$ cat src/rtl/mul_pkg.sv
// Shared constants for the 16x16 Wallace-tree multiplier.
// Also provides the row count left after each reduction layer.
package mul_pkg;

  localparam int unsigned MUL_W       = 16;
  localparam int unsigned PROD_W      = 32;
  localparam int unsigned TREE_LAYERS = 6;

  // Rows remaining after `layer` carry-save layers:
  // 3 rows become 2, and 1 or 2 leftover rows pass through.
  function automatic int unsigned rows_at(input int unsigned layer);
    int unsigned n;
    n = MUL_W;
    for (int unsigned k = 0; k < layer; k++) begin
      n = 2 * (n / 3) + (n % 3);
    end
    return n;
  endfunction

endpackage

$ cat src/rtl/wallace_fa.sv
// One-bit full adder: the carry-save cell used by every Wallace reduction layer.
module wallace_fa (
  input  logic a,
  input  logic b,
  input  logic cin,
  output logic s,
  output logic cout
);

  assign s    = a ^ b ^ cin;
  assign cout = (a & b) | (cin & (a ^ b));

endmodule

$ cat src/rtl/wallace_multiplier.sv
// Two-stage unsigned 16x16 -> 32 multiplier: registered operands, an explicit
// Wallace carry-save tree and a ripple carry-propagate adder, then a registered product.
module wallace_multiplier
  import mul_pkg::*;
(
  input  logic              clk,
  input  logic              rst,
  input  logic [MUL_W-1:0]  ain,
  input  logic [MUL_W-1:0]  bin,
  output logic [PROD_W-1:0] p
);

  logic [MUL_W-1:0]  a_q, b_q;
  logic [PROD_W-1:0] p_q, p_d;
  logic [PROD_W-1:0] sum_a, sum_b;

  // lyr[0] holds the partial-product rows, lyr[L] the rows after layer L.
  for (genvar L = 0; L <= TREE_LAYERS; L++) begin : lyr
    localparam int unsigned NO = rows_at(L);
    logic [PROD_W-1:0] r [NO];

    if (L == 0) begin : g_pp
      for (genvar i = 0; i < MUL_W; i++) begin : g_row
        assign r[i] = {{(PROD_W-MUL_W){1'b0}}, a_q & {MUL_W{b_q[i]}}} << i;
      end
    end else begin : g_red
      localparam int unsigned NI = rows_at(L - 1);
      localparam int unsigned G  = NI / 3;

      for (genvar g = 0; g < G; g++) begin : g_csa
        logic [PROD_W-1:0] x, y, z, sm, cr;

        assign x = lyr[L-1].r[3*g];
        assign y = lyr[L-1].r[3*g+1];
        assign z = lyr[L-1].r[3*g+2];

        for (genvar b = 0; b < PROD_W - 1; b++) begin : g_bit
          wallace_fa u_fa (
            .a    (x[b]),
            .b    (y[b]),
            .cin  (z[b]),
            .s    (sm[b]),
            .cout (cr[b+1])
          );
        end

        // Carry out of the top bit is dropped: the tree works modulo 2^32,
        // which is exact because the full product always fits in 32 bits.
        assign sm[PROD_W-1] = x[PROD_W-1] ^ y[PROD_W-1] ^ z[PROD_W-1];
        assign cr[0]        = 1'b0;

        assign r[2*g]   = sm;
        assign r[2*g+1] = cr;
      end

      for (genvar k = 0; k < NI % 3; k++) begin : g_pass
        assign r[2*G+k] = lyr[L-1].r[3*G+k];
      end
    end
  end

  assign sum_a = lyr[TREE_LAYERS].r[0];
  assign sum_b = lyr[TREE_LAYERS].r[1];

  always_comb begin
    logic carry;
    carry = 1'b0;
    p_d   = '0;
    for (int unsigned i = 0; i < PROD_W; i++) begin
      p_d[i] = sum_a[i] ^ sum_b[i] ^ carry;
      carry  = (sum_a[i] & sum_b[i]) | (carry & (sum_a[i] ^ sum_b[i]));
    end
  end

  always_ff @(posedge clk or posedge rst) begin
    if (rst) begin
      a_q <= '0;
      b_q <= '0;
      p_q <= '0;
    end else begin
      a_q <= ain;
      b_q <= bin;
      p_q <= p_d;
    end
  end

  assign p = p_q;

endmodule

$ cat config.mk
export PLATFORM = sky130hd
export DESIGN_NAME = wallace_multiplier
export DESIGN_NICKNAME = d
export VERILOG_FILES = /design/src/rtl/mul_pkg.sv /design/src/rtl/wallace_fa.sv /design/src/rtl/wallace_multiplier.sv
export SDC_FILE = /design/constraint.sdc
export NUM_CORES = 1
export LEC_CHECK = 0
export ABC_AREA = 0
export BUFFER_PORTS_ARGS = -buffer_cell sky130_fd_sc_hd__buf_2
export CAP_MARGIN = 15
export CORE_MARGIN = 3
export CORE_UTILIZATION = 65
export CTS_CLUSTER_SIZE = 14
export DETAILED_ROUTE_END_ITERATION = 6
export PLACE_DENSITY = 0.86
export SLEW_MARGIN = 20
export SYNTH_ARGS = -nofsm -noshare
export SYNTH_HDL_FRONTEND = slang
export SYNTH_SLANG_ARGS = --single-unit
$ cat constraint.sdc
create_clock -name clk -period 22.4 [get_ports clk]
set_input_delay 1.12 -clock clk [delete_from_list [all_inputs] [get_ports clk]]
set_output_delay 1.12 -clock clk [all_outputs]
set_load 0.1 [all_outputs]
==> out/metrics.yaml <==
vias_per_cell: 5.13
vdd_drop_max_uv: 124
finalWirelength_um: 18100
synth.net_count: 1195
crit-reg2reg-launch: "a_q[7]"
dr_wl_met3_um: 886
drive_gt1_share_pct: 8.79
cts.sinks: 64
finalCriticalPeriod_ns: 12.29
max_freq_mhz: 81.3
htree_levels: 3
required_ns: 22.63
ant_nets: 0
worst_ep_arrival_time_ns: 12.52
r2r_slack_ns: 10.11
powerDensity_nw_per_um2: 136
ys_seq_area_share_pct: 16.8
diodes: 0
p_comb_share_pct: 75.0
hold_ws_ns: 0.768
fin_skew_ns: 0.0126
gr-total-overflow: 0
ctsRootBufferMaster: "clkbuf_16"
cellLeakagePower_nw: 5.19
hold_start: "b_q[0]"
cts_hold_buf: 0
cts_setup_buffers: 0
critPathKind: "reg -> reg"
hp-class: "reg -> reg"
switching_share_pct: 53.4
gp_congestion: 0.909
synth_seq_cells: 64
cp_max_fo: 16
setup_viol: 0
hold_depth: 1
netlist_area_sq_um: 9550
total_power_w: 0.00138
hpwl_um: 14600
boundaryPins: 66
rr_endpoint: "p[31]"
final_common_cell: "inv_1"
clockBufferDepth: 2
initial_core_util_pct: 67.5
report.final.slew_viol_count: 0
grt_pass1_wl_um: 31500
period_share_pct: 54.9
clk_latency_ns: 0.35
drc_errors: 0
std_cell_rows: 43
drt-initial-drc-count: 275
die_x_um: 127
cp-end-kind: "flip-flop"
syn2layout_area_growth_pct: 6.13
fin_nets: 1240
ys_warn_count: 0
fillCellCount: 1011
dieArea_sq_um: 16200
max_slew.worst_pin.slew_ns: 0.845
p_int_w: 0.000642
wl_met1_um: 6840
synthDistinctLibCells: 9
critPathTopFamily: "adder cells"
r2r_cells: 38
fin_tns_setup_ns: 0
synth.avg_cell_area_sq_um: 10.8
grt_pass1_vias: 6567
antenna_found_initial: 0
path_buf_inv: 7
cpMostUsedCell: "fa_1"
p_clk_share_pct: 11.3
drv_cap: 0
slew_headroom_pct: 43.7
synth_cells: 884
path_clk_slew_ns: 0.07
final_cell_mix: "inv_1 (253), and2_1 (236), fa_1 (223)"
rsz0062_at_grt: "false"
crit_path_top_delay_cell: "dfrtp_1"
critPathLaunchType: "flip-flop"
die_y_um: 127
numCtsBuffers: 9
dr_wl_met2_um: 9910
p_switching_w: 0.000735
top_layer: "met4"
max_stage_delay_ns: 0.63
cts_tree: "yes"
grt_usage_pct: 25.1
drtPass1Iterations: 5
hold_viol_final: 0
cts-resized-gates: 0
p_seq_share_pct: 13.7
core_area_sq_um: 14100
whs_endpoint: "p[0]"
port-buffer-count: 65
vias: 5705
wl_per_cell_um: 16.2
status: "finished, final reports clean"
grt_max_degree: 65
-- per-layer routing --
metal  vias to the layer above  global-route usage, %
met1                      2986                   31.7
met4                         0                   6.12
met5                         -                      0
met3                        33                   5.02
met2                       160                   44.9
li1                       2526                      -
-- worst max-delay path by stage --
stage          cells past startpoint  slack [ns]  startpoint    end
6_report                          38       10.11      a_q[7]  p[31]
5_1_grt                           38        9.66      a_q[8]  p[31]
4_1_cts                           37       10.05      a_q[4]  p[31]
3_5_place_dp                      37       10.04      a_q[4]  p[31]
3_3_place_gp                      38       10.30      b_q[0]  p[31]
2_1_floorplan                     39       10.92      b_q[0]  p[31]
-- sequential cells by signal, indices dropped and copies added, names as in the netlist --
| name | cells |
|---|---|
| p | 32 |
| a_q | 16 |
| b_q | 16 |
-- cell type report --
| cell class | instances | area (sq um) | area share [%] |
|---|---|---|---|
| Clock inverter | 5 | 81.3 | 0.803 |
| Multi-Input combinational cell | 534 | 6700 | 66.1 |
| Sequential cell | 64 | 1600 | 15.8 |
| Clock buffer | 10 | 239 | 2.36 |
| Timing Repair Buffer | 66 | 333 | 3.28 |
| Inverter | 254 | 953 | 9.41 |
| Tap cell | 180 | 225 | 2.22 |
-- cells by family (layout without fill, tap and decap cells) --
kind of cell / Yosys count / after routing / synth area share, %
simple gates: 256 / 256 / 16.2
flops: 64 / 64 / 16.8
fa+ha+maj: 277 / 277 / 53.8
buf+inv: 286 / 335 / 13.1
xor+xnor: 1 / 1 / 0.0917
-- metrics by stage --
stage                     util (%)  instance area (sq um)  instances  setup WS, ns
after floorplan                  -                   9550        884         10.92
after global placement        69.4                   9810       1098         10.30
after detailed placement      69.4                   9810       1098         10.04
after CTS                     71.6                  10100       1113         10.05
after global routing          71.6                  10100       1113          9.66
final                         71.6                  10100       1113         10.11
-- power by group through the flow --
stage	combinational (W)	clock, W	sequential, W
floorplan	0.000637	0	0.000378
CTS	0.00107	0.000159	0.000189
detailed placement	0.00106	0	0.000190
global placement	0.00101	0	0.000190
finish	0.00103	0.000156	0.000189
global route	0.00123	0.000163	0.000192
-- cells in the mapped netlist --
cell     count  area [sq um]
and2_1     236          1480
buf_4       18           135
buf_6       14           158
dfrtp_1     64          1600
fa_1       223          4460
ha_1        54           676
inv_1      254           953
nand2_1     20          75.1
xor2_1       1          8.76
(Power assumes the default switching activity.)
